===== config.mk =====
export PLATFORM = sky130hd
export DESIGN_NAME = rtc_bcd_clock
export DESIGN_NICKNAME = d
export VERILOG_FILES = /design/src/rtl/rtc_pkg.sv /design/src/rtl/rtc_bcd_clock_bcd2_counter.sv /design/src/rtl/rtc_bcd_clock.sv
export SDC_FILE = /design/constraint.sdc
export NUM_CORES = 1
export LEC_CHECK = 0
export CAP_MARGIN = 20
export CORE_UTILIZATION = 50
export CTS_CLUSTER_SIZE = 10
export DETAILED_ROUTE_END_ITERATION = 10
export PLACE_DENSITY = 0.77
export SETUP_SLACK_MARGIN = 0.15
export SYNTH_ARGS = -nofsm -noshare
export SYNTH_HDL_FRONTEND = slang
export SYNTH_SLANG_ARGS = --single-unit

===== constraint.sdc =====
create_clock -name clk -period 3.28 [get_ports clk]
set_clock_uncertainty 0.1 [all_clocks]
set_input_delay 0.492 -clock clk [delete_from_list [all_inputs] [get_ports clk]]
set_output_delay 0.492 -clock clk [all_outputs]
set_load 0.02 [all_outputs]

===== src/rtl/rtc_pkg.sv =====
// Shared types and BCD limits for the front-panel time-of-day clock.
package rtc_pkg;

    typedef enum logic [1:0] {
        SEL_RUN  = 2'd0,
        SEL_SEC  = 2'd1,
        SEL_MIN  = 2'd2,
        SEL_HOUR = 2'd3
    } sel_t;

    localparam logic [3:0] MAX_S1      = 4'd5;
    localparam logic [3:0] MAX_H1      = 4'd2;
    localparam logic [3:0] MAX_H0_AT_2 = 4'd3;
    localparam logic [3:0] MAX_LO      = 4'd9;

    // 24-hour BCD hour to {pm, h1, h0} in 12-hour form; midnight and noon show as 12.
    function automatic logic [8:0] to12(input logic [3:0] h1, input logic [3:0] h0);
        logic [4:0] h;
        logic [4:0] r;
        logic [8:0] res;
        h = ({1'b0, h1} * 5'd10) + {1'b0, h0};
        r = h - 5'd12;
        if (h == 5'd0) begin
            res = {1'b0, 4'd1, 4'd2};
        end else if (h < 5'd12) begin
            res = {1'b0, h1, h0};
        end else if (h == 5'd12) begin
            res = {1'b1, 4'd1, 4'd2};
        end else if (r >= 5'd10) begin
            res = {1'b1, 4'd1, 4'(r - 5'd10)};
        end else begin
            res = {1'b1, 4'd0, 4'(r)};
        end
        return res;
    endfunction

endpackage


===== src/rtl/rtc_bcd_clock_bcd2_counter.sv =====
// Two-digit BCD counter with synchronous load, wrapping from HI_MAX:LO_MAX_AT_HI to 00.
module bcd2_counter
    import rtc_pkg::*;
#(
    parameter logic [3:0] HI_MAX       = MAX_S1,
    parameter logic [3:0] LO_MAX_AT_HI = MAX_LO
) (
    input  logic       clk,
    input  logic       rst_n,
    input  logic       inc,
    input  logic       load,
    input  logic [7:0] value,
    output logic [3:0] hi,
    output logic [3:0] lo,
    output logic [3:0] nxt_hi,
    output logic [3:0] nxt_lo,
    output logic       carry
);

    logic at_max;

    assign at_max = (hi == HI_MAX) && (lo == LO_MAX_AT_HI);
    assign carry  = inc && at_max;

    always_comb begin
        nxt_hi = hi;
        nxt_lo = lo;
        if (load) begin
            nxt_hi = value[7:4];
            nxt_lo = value[3:0];
        end else if (inc) begin
            if (at_max) begin
                nxt_hi = '0;
                nxt_lo = '0;
            end else if (lo == MAX_LO) begin
                nxt_hi = hi + 4'd1;
                nxt_lo = '0;
            end else begin
                nxt_lo = lo + 4'd1;
            end
        end
    end

    always_ff @(posedge clk or negedge rst_n) begin
        if (!rst_n) begin
            hi <= '0;
            lo <= '0;
        end else begin
            hi <= nxt_hi;
            lo <= nxt_lo;
        end
    end

endmodule


===== src/rtl/rtc_bcd_clock.sv =====
// BCD time-of-day clock: one-second prescaler, field set/load, 12/24-hour display, HH:MM alarm.
module rtc_bcd_clock
    import rtc_pkg::*;
#(
    parameter int unsigned DIV      = 40_000_000,
    parameter bit          ALARM_EN = 1'b1
) (
    input  logic       clk,
    input  logic       rst_n,
    input  logic       set,
    input  logic       ld,
    input  logic [3:0] ld0,
    input  logic [3:0] ld1,
    input  logic       mode12,
    input  logic       al_en,
    input  logic [3:0] al_h1,
    input  logic [3:0] al_h0,
    input  logic [3:0] al_m1,
    input  logic [3:0] al_m0,
    output logic [3:0] S0,
    output logic [3:0] S1,
    output logic [3:0] M0,
    output logic [3:0] M1,
    output logic [3:0] H0,
    output logic [3:0] H1,
    output logic       pm,
    output logic [1:0] sel,
    output logic       tick,
    output logic       ld_err,
    output logic       alarm
);

    localparam int unsigned CW = (DIV > 1) ? $clog2(DIV) : 1;

    logic [CW-1:0] cnt;
    sel_t          sel_q;
    logic          set_q;
    logic          mode_q;
    logic          fresh;
    logic          wrap;
    logic          ms_ok, h_ok;
    logic          ld_sec, ld_min, ld_hour;
    logic          s_carry, m_carry, unused_day_carry;
    logic [3:0]    s_nxt1, s_nxt0, m_nxt1, m_nxt0, h_nxt1, h_nxt0;
    logic [3:0]    h1, h0;
    logic          mode_eff;

    assign wrap = (sel_q == SEL_RUN) && (cnt == CW'(DIV - 1));

    assign ms_ok   = (ld1 <= MAX_S1) && (ld0 <= MAX_LO);
    assign h_ok    = (ld0 <= MAX_LO) &&
                     ((ld1 < MAX_H1) || ((ld1 == MAX_H1) && (ld0 <= MAX_H0_AT_2)));
    assign ld_sec  = ld && (sel_q == SEL_SEC)  && ms_ok;
    assign ld_min  = ld && (sel_q == SEL_MIN)  && ms_ok;
    assign ld_hour = ld && (sel_q == SEL_HOUR) && h_ok;

    always_ff @(posedge clk or negedge rst_n) begin
        if (!rst_n) begin
            cnt    <= '0;
            sel_q  <= SEL_RUN;
            set_q  <= 1'b0;
            mode_q <= 1'b0;
            fresh  <= 1'b1;
            tick   <= 1'b0;
            ld_err <= 1'b0;
        end else begin
            cnt    <= ((sel_q == SEL_RUN) && !wrap) ? cnt + CW'(1) : '0;
            set_q  <= set;
            mode_q <= mode12;
            fresh  <= 1'b0;
            tick   <= wrap;
            ld_err <= ld && !(ld_sec || ld_min || ld_hour);
            if (set && !set_q) begin
                sel_q <= sel_t'(sel_q + 2'd1);
            end
        end
    end

    bcd2_counter #(.HI_MAX(MAX_S1), .LO_MAX_AT_HI(MAX_LO)) u_sec (
        .clk(clk), .rst_n(rst_n), .inc(wrap), .load(ld_sec), .value({ld1, ld0}),
        .hi(S1), .lo(S0), .nxt_hi(s_nxt1), .nxt_lo(s_nxt0), .carry(s_carry)
    );

    bcd2_counter #(.HI_MAX(MAX_S1), .LO_MAX_AT_HI(MAX_LO)) u_min (
        .clk(clk), .rst_n(rst_n), .inc(s_carry), .load(ld_min), .value({ld1, ld0}),
        .hi(M1), .lo(M0), .nxt_hi(m_nxt1), .nxt_lo(m_nxt0), .carry(m_carry)
    );

    bcd2_counter #(.HI_MAX(MAX_H1), .LO_MAX_AT_HI(MAX_H0_AT_2)) u_hour (
        .clk(clk), .rst_n(rst_n), .inc(m_carry), .load(ld_hour), .value({ld1, ld0}),
        .hi(h1), .lo(h0), .nxt_hi(h_nxt1), .nxt_lo(h_nxt0), .carry(unused_day_carry)
    );

    // Until the first edge after reset the live mode12 pin picks the format, so reset shows 12:00 in 12-hour mode.
    assign mode_eff = fresh ? mode12 : mode_q;
    assign {pm, H1, H0} = mode_eff ? to12(h1, h0) : {1'b0, h1, h0};
    assign sel = sel_q;

    generate
        if (ALARM_EN) begin : g_alarm
            logic alarm_q;
            always_ff @(posedge clk or negedge rst_n) begin
                if (!rst_n) begin
                    alarm_q <= 1'b0;
                end else begin
                    alarm_q <= al_en && wrap &&
                        ({h_nxt1, h_nxt0, m_nxt1, m_nxt0, s_nxt1, s_nxt0} ==
                         {al_h1, al_h0, al_m1, al_m0, 8'h00});
                end
            end
            assign alarm = alarm_q;
        end else begin : g_no_alarm
            assign alarm = 1'b0;
        end
    endgenerate

endmodule


After elaboration in Yosys (flattened, before gate mapping)
Cells that the tools add are included.

cells by class
  add/subtract/negate cells = 11
  multiply operators = 1
  order comparisons = 6
  eq/ne operators = 14
  mux-type cells = 31
  reductions and logical operators = 28

operator list
  operator               number
  $mux 4                 24
  $mux 9                 3
  $add 26x1->26 const B  1
  $eq 26x26->1 const B   1
  $mux 26                1
  $add 4x1->4 const B    6
  $eq 24x24->1           1
  $logic_and 1x1->1      20
  $eq 4x2->1 const B     3
  $eq 4x4->1 const B     3
  $mux 5                 2
  $eq 4x3->1 const B     2
  $add 5x4->5            1
  $eq 5x4->1 const B     1
  $ge 5x4->1 const B     1
  $logic_not 5->1        1
  $lt 5x4->1 const B     1
  $sub 5x4->5 const B    1
  $eq 2x2->1 const B     2
  $le 4x2->1 const B     1
  $le 4x3->1 const B     1
  $le 4x4->1 const B     1
  $lt 4x2->1 const B     1
  $mul 4x3->4 const B    1
  7 further kinds        11

word-level totals
  bits in registers = 58
  output and inout bits = 30
  logic and storage cells = 105

Depth between registers and ports, before layout
Gate-level depths: netlist of run 1.

  depth in word-level cells = 9
  mapped depth = 11
  depth with buffers taken out = 11

By module
Synthesis of run 1 repeated with hierarchy kept, for this count alone.

second synthesis, totals
  cell total of the unflattened synthesis = 424
  area total of the unflattened synthesis = 3,946.3 µm²

by module, submodules not included
  module                     instances  cells an instance  area an instance (µm²)
  rtc_bcd_clock              1          244                2,288.4
  bcd2_counter at u_min ...  2          60                 545.5
  bcd2_counter at u_hour     1          60                 566.8

Worst setup path before layout of run 1
No wires, ideal clock.

  path type = register to register
  start = reg sel_q[0], in the netlist sel[0]
  end = reg g_alarm.alarm_q, in the netlist alarm
  arrival = 3,024 ps
  path slack = 60 ps
  stages on the path, launching flop included = 11
  path buffers = 0
  clock period less this slack = 3,220 ps
  path through = dfrtp_1 -> inv_1 -> ha_1 -> nor4b_1 -> nor3b_2 -> nand2_1 -> or4_1 -> a31oi_1 -> xor2_1 -> or4b_1 -> nor4_2

between the ends
  elaborated cells between the ends (all ways) = 28

RTL lines
  item                    line                              RTL
  from (decl)             rtc_bcd_clock.sv:36               sel_t sel_q;
  from (signal assigned)  rtc_bcd_clock.sv:74               sel_q <= sel_t'(sel_q + 2'd1);
  $logic_not 2->1         rtc_bcd_clock.sv:48               assign wrap = (sel_q == SEL_RUN) && (cnt == CW'(DIV - 1));
  $logic_and 1x1->1       rtc_bcd_clock.sv:48
  $logic_and 1x1->1       rtc_bcd_clock_bcd2_counter.sv:23  assign carry = inc && at_max;
  $mux 4                  rtc_bcd_clock_bcd2_counter.sv:31  end else if (inc) begin
  $mux 4 *                rtc_bcd_clock_bcd2_counter.sv:28  if (load) begin
  net m_nxt0[0]           rtc_bcd_clock.sv:44               logic [3:0] s_nxt1, s_nxt0, m_nxt1, m_nxt0, h_nxt1, h_nxt0;
  $eq 24x24->1 *          rtc_bcd_clock.sv:107              ({h_nxt1, h_nxt0, m_nxt1, m_nxt0, s_nxt1, s_nxt0} ==
  $logic_and 1x1->1 *     rtc_bcd_clock.sv:106              alarm_q <= al_en && wrap &&
  to (signal assigned)    rtc_bcd_clock.sv:106
  to (decl)               rtc_bcd_clock.sv:101              logic alarm_q;

The timed path passes the listed nets; every way through them passes the cells marked *.
A chain may end at the register's enable or synchronous reset.

Worst setup path after layout of run 1
  start = reg u_hour.hi[0]
  end = out H0[3]

between the ends
  longest elaborated chain between the ends = 9
  elaborated cells between the ends (all ways) = 13

RTL lines
  item                                              line                              RTL
  from (decl)                                       rtc_bcd_clock_bcd2_counter.sv:13  output logic [3:0] hi,
  from (signal assigned)                            rtc_bcd_clock_bcd2_counter.sv:49  hi <= nxt_hi;
  $mul 4x3->4 *                                     rtc_pkg.sv:21                     h = ({1'b0, h1} * 5'd10) + {1'b0, h0};
  $add 5x4->5 *                                     rtc_pkg.sv:21
  $sub 5x4->5                                       rtc_pkg.sv:22                     r = h - 5'd12;
  $sub 4x4->4 / $ge 5x4->1 (equally long branches)  rtc_pkg.sv:30, rtc_pkg.sv:29
  $mux 5                                            rtc_pkg.sv:29                     end else if (r >= 5'd10) begin
  $mux 5                                            rtc_pkg.sv:27                     end else if (h == 5'd12) begin
  $mux 9                                            rtc_pkg.sv:25                     end else if (h < 5'd12) begin
  $mux 9 *                                          rtc_pkg.sv:23                     if (h == 5'd0) begin
  $mux 9 *                                          rtc_bcd_clock.sv:96               assign {pm, H1, H0} = mode_eff ? to12(h1, h0) : {1'b0, h1, h0};
  to (decl)                                         rtc_bcd_clock.sv:24               output logic [3:0] H0,

Mark *: on every way between the ends. The rest lies on a longest branch, timed or not.

==> qor.txt, run 1 <==
Largest family of logic cells by synthesized area: simple AND/OR/NAND/NOR gates
DR pass1 iterations: 5
Crit-path slowest cell: dfrtp_1
Synthesized net count: 564
Number of flops mapped to enable cells by yosys: 0
Die Wd: 94.6 um
Hold bufs inserted after CTS: 0
Pwr Total: 6760 uW
Ys flop type: dfrtp_1
Max Cap Viol: 0
Mean Syn Cell Area: 8.46 um^2
Crit path from: u_hour.hi[0]$_DFF_PN0_
Die Y: 94.6 um
Unrepaired setup endpoints after global routing: true
Total CTS buffers: 9
Vias per cell: 5.96
Ys Warns: 0
Worst-path fanout max: 4
Simple-gate share of the synthesized area: 29.5%
Clock Latency Late Sink: 350 ps
Detailed Route WL: 12900 um
Util after Layout: 72.0%
Syn Std Cell Area: 4290 um^2
Final setup violation count: 4
Ys async rst share: 100%
Leak: 0.00248 uW
Critical path required time: 2690 ps
Antenna Diode Count: 0
Crit path capture type: output pin
Synth-to-Final Area Change: 38.6%
DRT antenna net count: 0
Tcrit/Tclk final: 102%
Initial antenna violation count: 0
Fmax: 299 MHz
Max-slew violations: 0
Setup TNS: -184 ps
Row Count: 33
Hold Crit Class: in2async
Non-Filler Instances: 737
First-pass GRT wire length: 20600 um
Synth top area cells: dfrtp_1 (33%), ha_1 (7.6%), nor2_1 (6.3%)
Status: complete, but fails checks
CP peak stage delay: 410 ps
CP cell instances: ha_2 > inv_2 > fa_2 > xor2_4 > buf_6 > ha_4 > o22ai_4 > o211ai_1 > o21ai_1 > a22o_1 > buf_6
CTS H-tree depth: 3
Via count: 4394
DP Wirelength: 9200 um
Dpl cell area: 5390 um^2
Final weighted congestion in routability-driven placement: 0.953
CTS Buffer Depth: 2
Worst r2r src: cnt[20]$_DFF_PN0_
Die Area: 8950 um^2
Post-Synth Adder-Cell Area: 8.05%
Final nets: 684
Clock sinks: 58
Fin. Hold Viols: 0
Setup slack after layout: -67.4 ps
Synth top area share: 33.3%
GRT Total Usage: 30.1%
Crit Path Category: reg2out
Core Footprint: 8260 um^2
Total grt overflow: 0
Vias in the first global route: 4166
Most frequent cell after synthesis: nor2_1
Pwr per Cell Area: 1140 nW/um^2
Seq/Total Area, Yosys: 33.9%
R2R Setup Slk: 130 ps
Worst Path Arrival: 2760 ps
Post-DR wirelength/cell: 17.5 um
Flops & latches, synth: 58
FILL cells: 617
Post-synthesis compound-gate area fraction: 13.4%
Distinct cells, synth: 63
Multiplexer share of the synthesized area: 0.992%
I/O pin count: 60
Slew HR: 47.9%
Post-placement cell count: 712
# DRC: 0
CTS tree: built
Post-Synthesis Cells: 507
CTS root buf: clkbuf_8
PortBufs: 59
Maximum vdd drop: 1.24 mV
Worst Tran Pin Value: 779 ps
Failing checks: setup timing
Setup crit start kind: register
Minimum clock period: 3350 ps
Top cells by count, synth: nor2_1 (72), dfrtp_1 (57), nand2_1 (35)
Fin area: 5950 um^2
Initial Util: 51.9%
Share of cells above drive strength 1: 21.8%
Crit path top cell by count: buf_6
Post-synth top area cell: dfrtp_1
Pin count of the biggest net entering global routing: 34
Iteration-0 DRC Markers: 353
Worst-path clk slew: 70 ps
Xor/xnor cell area share of the yosys netlist: 10.8%
-- worst max-delay path: cells and delay by family, from the launching register on --
family | cells | cell delay, ps
flops | 1 | 410
compound gates | 4 | 630
fa+ha+maj | 3 | 880
buf+inv | 3 | 300
xor+xnor | 1 | 180
-- flip-flops by register name, summed over array words and instances, names as in the netlist --
| register | count |
|---|---|
| u_sec.lo | 4 |
| u_sec.hi | 4 |
| u_min.lo | 4 |
| u_hour.hi | 4 |
| fresh | 1 |
| ld_err | 1 |
| u_min.hi | 4 |
| u_hour.lo | 4 |
| cnt | 26 |
| tick | 1 |
| mode_q | 1 |
| set_q | 1 |
| alarm | 1 |
| sel | 2 |
-- area by class of cell --
type | count | area [um^2] | area share, %
clock buffer | 11 | 141 | 2.38
tap | 105 | 131 | 2.21
multi-input combinational | 413 | 2980 | 50.1
sequential | 58 | 1450 | 24.5
timing repair buffer | 125 | 1110 | 18.7
inverter | 20 | 75.1 | 1.26
clock inverter | 5 | 53.8 | 0.905
-- what timing repair did --
item / in CTS / in global routing
resized for setup: 73 / 26
setup endpoints to repair: 9 / 9
buffers inserted: 5 / 4
pin swaps: 12 / 12
-- stage by stage --
step                      hold WS [ps]  setup WS [ps]
after floorplan                   96.4            156
after global placement             415           -196
after detailed placement           416           -406
after CTS                         60.5           7.41
after global routing              67.2           -186
final                             47.6          -67.4
-- power by group --
| part | internal [uW] | total (uW) | switching, uW | leakage [uW] |
|---|---|---|---|---|
| combinational | 2410 | 4960 | 2550 | 0.00166 |
| sequential | 878 | 1120 | 243 | 0.000720 |
| clock | 369 | 680 | 311 | 0.000103 |
| total | 3650 | 6760 | 3110 | 0.00248 |
-- path summary, 6_finish.rpt --
check | cells after the start | to
worst max-delay path | 11 | H0[3]
worst min register to register | 1 | cnt[0]$_DFF_PN0_
min in group clk | 1 | cnt[0]$_DFF_PN0_
max in group asynchronous | 2 | sel[1]$_DFFE_PN0P_
worst min-delay path | 2 | cnt[17]$_DFF_PN0_
worst max register to register | 8 | alarm$_DFF_PN0_
-- cells in the final DEF, fill, tap and decap left out, drive strengths merged, types with 5 or more instances in the layout --
cell type	instances
buf	74
a21oi	22
a31oi	11
nand2	35
ha	26
nand3	29
o21ai	21
nand4	14
or3	12
dfrtp	57
and3	5
xnor2	24
xor2	29
nand3b	7
or4	5
nor2b	5
inv	20
nor3	19
clkbuf	11
clkdlybuf4s50	50
nor2	72
and2	8
-- layer usage --
layer / vias up / share of wire (%) / track usage, % / wire, um
met5: - / 0 / 0 / 0
met4: 0 / 2.8 / 11.1 / 363
met3: 43 / 7.7 / 6.36 / 1000
met2: 205 / 46 / 47.1 / 5960
met1: 2084 / 43 / 40.9 / 5580
li1: 2062 / - / - / -
-- kinds of logic (layout without fill, tap and decap cells) --
| group | count (synthesis) | after routing |
|---|---|---|
| xor+xnor | 53 | 53 |
| fa+ha+maj | 27 | 27 |
| other cells | 1 | 1 |
| simple gates | 241 | 241 |
| compound gates | 87 | 87 |
| buf+inv | 36 | 161 |
| mux | 4 | 4 |
| flops | 58 | 58 |
Note: power is estimated with default switching activity, not from simulation.
==> inputs of run 2 (changes only) <==
--- a/config.mk
+++ b/config.mk
@@ -9,6 +9,7 @@
 export CORE_UTILIZATION = 50
 export CTS_CLUSTER_SIZE = 10
 export DETAILED_ROUTE_END_ITERATION = 10
+export HOLD_SLACK_MARGIN = 0.08
 export PLACE_DENSITY = 0.77
 export SETUP_SLACK_MARGIN = 0.15
 export SYNTH_ARGS = -nofsm -noshare
==> qor.txt, run 2 (same netlist as run 1, synthesis figures left out) <==
Status: complete, but fails checks
Failing checks: setup timing
Leak: 0.00249 uW
Fmax: 299 MHz
First-pass GRT wire length: 20600 um
CTS tree: built
Maximum vdd drop: 1.25 mV
Via count: 4373
Slew HR: 48.0%
Hold Crit Class: reg2reg
Worst-path clk slew: 70 ps
Core Footprint: 8260 um^2
Die Wd: 94.6 um
GRT Total Usage: 30.2%
I/O pin count: 60
CTS root buf: clkbuf_8
Most frequent cells in the layout: nor2_1 (70), buf_4 (63), dfrtp_1 (56)
Most flop-heavy register: cnt
Pwr Total: 6760 uW
Unrepaired setup endpoints after global routing: true
Vias per cell: 5.93
Fin Hold WS: 428 ps
Setup crit start kind: register
Row Count: 33
Reg2Reg Depth: 8
Final nets: 685
Hold path cells: 1
Fin area: 5960 um^2
Tcrit/Tclk final: 102%
Clock sinks: 58
Vias in the first global route: 4172
Max-slew violations: 0
Critical path required time: 2690 ps
Most common cell after layout, fill and taps aside: nor2_1
Total CTS buffers: 9
Post-DR wirelength/cell: 17.5 um
Synth-to-Final Area Change: 38.9%
Worst Path Arrival: 2750 ps
Initial antenna violation count: 0
CTS Buffer Depth: 2
Share of cells above drive strength 1: 21.8%
Dpl cell area: 5390 um^2
Antenna Diode Count: 0
PortBufs: 59
Post-Place Worst Slack: -406 ps
Final weighted congestion in routability-driven placement: 0.953
Fin. Hold Viols: 0
Crit path capture type: output pin
# DRC: 0
Initial Util: 51.9%
DR pass1 iterations: 6
Worst-path fanout max: 4
Total grt overflow: 0
Crit Path Category: reg2out
Largest register FFs: 26
Worst Tran Pin Value: 778 ps
Iteration-0 DRC Markers: 319
Final setup violation count: 4
Detailed Route WL: 12900 um
DP Wirelength: 9200 um
CTS H-tree depth: 3
FILL cells: 619
Die Y: 94.6 um
Pin count of the biggest net entering global routing: 34
Clock Latency Late Sink: 350 ps
DRT antenna net count: 0
Setup slack after layout: -66.7 ps
Pwr per Cell Area: 1140 nW/um^2
Util after Layout: 72.1%
Max Cap Viol: 0
Die Area: 8950 um^2
Minimum clock period: 3350 ps
run 2: changes by cell type in the layout (fill, tap and decap cells not counted), sizes merged:
cell / change
dlygate4sd3: +1
run 2: final timing paths:
| path | startpoint | end | slack [ps] |
|---|---|---|---|
| worst max register to register | cnt[20]$_DFF_PN0_ | alarm$_DFF_PN0_ | 150 |
| max in group asynchronous | rst_n | sel[1]$_DFFE_PN0P_ | 2120 |
| worst min register to register | cnt[0]$_DFF_PN0_ | cnt[0]$_DFF_PN0_ | 430 |
| worst max-delay path | u_hour.hi[0]$_DFF_PN0_ | H0[3] | -70 |
| min in group asynchronous | rst_n | cnt[17]$_DFF_PN0_ | 580 |
| worst min-delay path | cnt[0]$_DFF_PN0_ | cnt[0]$_DFF_PN0_ | 430 |
run 2: power by group:
part | switching [uW] | total, uW | internal, uW
clock network | 315 | 684 | 369
registers | 245 | 1120 | 878
logic | 2550 | 4950 | 2410
run 2: routing by layer:
layer | routed length, um | up-vias | track usage, %
met3 | 942 | 36 | 6.36
met2 | 6020 | 192 | 47.2
met5 | 0 | - | 0
li1 | - | 2054 | -
met4 | 306 | 0 | 11.1
met1 | 5630 | 2091 | 40.9
run 2: through the flow:
step | instances | TNS (ps)
6_report | 738 | -193
5_1_grt | 738 | -934
4_1_cts | 734 | 0
3_5_place_dp | 712 | -1680
3_3_place_gp | 712 | -747
2_1_floorplan | 507 | 0
run 2: area by class of cell:
| class | count | area [um^2] | area share [%] |
|---|---|---|---|
| Tap cell | 105 | 131 | 2.21 |
| Clock buffer | 11 | 141 | 2.37 |
| Multi-Input combinational cell | 413 | 2980 | 50.0 |
| Timing Repair Buffer | 126 | 1120 | 18.8 |
| Inverter | 20 | 75.1 | 1.26 |
| Sequential cell | 58 | 1450 | 24.4 |
| Clock inverter | 5 | 53.8 | 0.903 |
run 2: worst max-delay path, stage by stage, from the launching register on:
cell	delay, ps
dfrtp_1	410
ha_2	210
inv_2	40
fa_2	390
xor2_4	180
buf_6	130
ha_4	280
o22ai_4	80
o211ai_1	210
o21ai_1	110
a22o_1	220
buf_6	130
run 2: what timing repair did:
item | 4_1_cts | 5_1_grt
buffers inserted | 5 | 4
endpoints found under the setup margin | 9 | 9
endpoints found under the hold margin | 24 | 0
gates cloned | 0 | 0
hold buffers | 1 | 0
resized for setup | 73 | 26
pin swaps | 12 | 12
==> inputs of run 3 (changes only) <==
--- a/config.mk
+++ b/config.mk
@@ -6,11 +6,11 @@
 export NUM_CORES = 1
 export LEC_CHECK = 0
 export CAP_MARGIN = 20
-export CORE_UTILIZATION = 50
+export CORE_UTILIZATION = 60
 export CTS_CLUSTER_SIZE = 10
 export DETAILED_ROUTE_END_ITERATION = 10
 export HOLD_SLACK_MARGIN = 0.08
-export PLACE_DENSITY = 0.77
+export PLACE_DENSITY = 0.86
 export SETUP_SLACK_MARGIN = 0.15
 export SYNTH_ARGS = -nofsm -noshare
 export SYNTH_HDL_FRONTEND = slang
==> constraint.sdc (replaced) <==
create_clock -name clk -period 3.9 [get_ports clk]
set_clock_uncertainty 0.1 [all_clocks]
set_input_delay 0.585 -clock clk [delete_from_list [all_inputs] [get_ports clk]]
set_output_delay 0.585 -clock clk [all_outputs]
set_load 0.02 [all_outputs]
==> qor.txt, run 3 (same netlist as run 1, synthesis figures left out) <==
Status: complete, no violations
CTS root buf: clkbuf_8
Antenna Diode Count: 0
Crit path from: u_hour.hi[0]$_DFF_PN0_
Vias per cell: 6.29
CP peak stage delay: 590 ps
Pin count of the biggest net entering global routing: 45
Setup crit start kind: register
Maximum vdd drop: 0.475 mV
Final weighted congestion in routability-driven placement: 0.918
Post-DR wirelength/cell: 17.9 um
Most frequent cells in the layout: nor2_1 (71), dfrtp_1 (57), clkdlybuf4s50_1 (52)
Crit path top cell by count: ha_1
Largest register FFs: 26
End point of the critical path: H1[3]
Util after Layout: 79.8%
Tcrit/Tclk final: 94.3%
Detailed Route WL: 12300 um
Area of the multi-input gates: 2770 um^2
Fin. Hold Viols: 0
Share of cells above drive strength 1: 10.8%
Max-slew violations: 0
Initial Util: 62.8%
Core Footprint: 6830 um^2
CTS tree: built
DR pass1 iterations: 5
Hold Crit Class: reg2reg
Vias in the first global route: 4082
Post-placement cell count: 665
Sequential cell area: 1450 um^2
I/O pin count: 60
Iteration-0 DRC Markers: 374
R2R Setup Slk: 330 ps
Reg2Reg Depth: 10
Die Area: 7490 um^2
Dpl cell area: 5070 um^2
PortBufs: 59
Reg2reg end: alarm$_DFF_PN0_
Worst Path Arrival: 2990 ps
Critical path required time: 3210 ps
Final setup violation count: 0
Total grt overflow: 0
Worst-path clk slew: 80 ps
GRT Total Usage: 33.6%
Pwr per Cell Area: 872 nW/um^2
CTS H-tree depth: 3
First-pass GRT wire length: 19300 um
Unrepaired setup endpoints after global routing: false
Initial antenna violation count: 0
Most flop-heavy register: cnt
Fmax: 272 MHz
Total CTS buffers: 9
Final nets: 644
CTS Buffer Depth: 2
Setup slack after layout: 221 ps
Row Count: 30
Synth-to-Final Area Change: 27.2%
Minimum clock period: 3680 ps
Fin area: 5450 um^2
# DRC: 0
Worst Tran Pin Value: 786 ps
Non-Filler Instances: 688
DRT antenna net count: 0
Post-Place Worst Slack: 83.9 ps
Via count: 4328
DP Wirelength: 8680 um
Leak: 0.00226 uW
FILL cells: 476
Die Wd: 86.6 um
Max Cap Viol: 0
Crit path capture type: output pin
CP cell instances: ha_1 > ha_1 > xor2_2 > ha_1 > nor3b_4 > o31ai_4 > and2_1 > clkdlybuf4s50_1
Crit Path Category: reg2out
Die Y: 86.6 um
Most common cell after layout, fill and taps aside: nor2_1
Crit-path slowest cell: clkdlybuf4s50_1
Slew HR: 47.5%
Clock Latency Late Sink: 340 ps
Worst r2r src: sel[0]$_DFFE_PN0P_
Clock sinks: 58
Worst-path fanout max: 5
Fin Hold WS: 446 ps
## run 3: layout make-up
type | count | share of cell area, %
clock buffer | 9 | 2.27
clock inverter | 7 | 2.29
inverter | 20 | 1.38
multi-input combinational | 413 | 50.8
sequential | 58 | 26.6
tap | 96 | 2.20
timing repair buffer | 85 | 14.5
## run 3: worst max-delay path: cells and delay by family, from the launching register on
family,cells,cell delay [ps]
buffers and inverters,1,590
adders and majority gates,3,850
xor gates and xnor gates,1,200
and+or+nand+nor,2,330
DFF,1,430
AOI/OAI and AO/OA,1,260
## run 3: worst min-delay path by stage
stage	startpoint	endpoint	cells after the start
floorplan	rst_n	alarm$_DFF_PN0_	0
global placement	cnt[0]$_DFF_PN0_	cnt[0]$_DFF_PN0_	1
detailed placement	cnt[0]$_DFF_PN0_	cnt[0]$_DFF_PN0_	1
CTS	rst_n	cnt[0]$_DFF_PN0_	1
global route	cnt[0]$_DFF_PN0_	cnt[0]$_DFF_PN0_	1
finish	cnt[0]$_DFF_PN0_	cnt[0]$_DFF_PN0_	1
## run 3: through the flow
stage	TNS (ps)	power (uW)
after floorplan	0	2670
after global placement	0	3510
after detailed placement	0	3600
after CTS	-181	4400
after global routing	0	5050
final	0	4760
## run 3: metal layers
metal	routed length (um)	share of wire, %	global-route usage [%]	up-vias
met3	1260	10	7.43	42
met2	5780	47	51.9	246
met5	0	0	0	-
met4	347	2.8	16.2	0
met1	4900	40	44.7	2064
li1	-	-	-	1976
## run 3: timing repair
item | CTS | global route
hold buffers | 0 | 1
endpoints found under the hold margin | 0 | 8
setup buffers | 2 | 3
endpoints found under the setup margin | 8 | 9
pin swaps | 2 | 3
gates resized for setup | 11 | 16
## run 3: power by group
part	internal [uW]	switching [uW]	leakage (uW)	total [uW]
Clock	430	274	0.000124	704
Combinational	1380	1710	0.00142	3090
Sequential	736	224	0.000721	961
Total	2540	2210	0.00226	4760
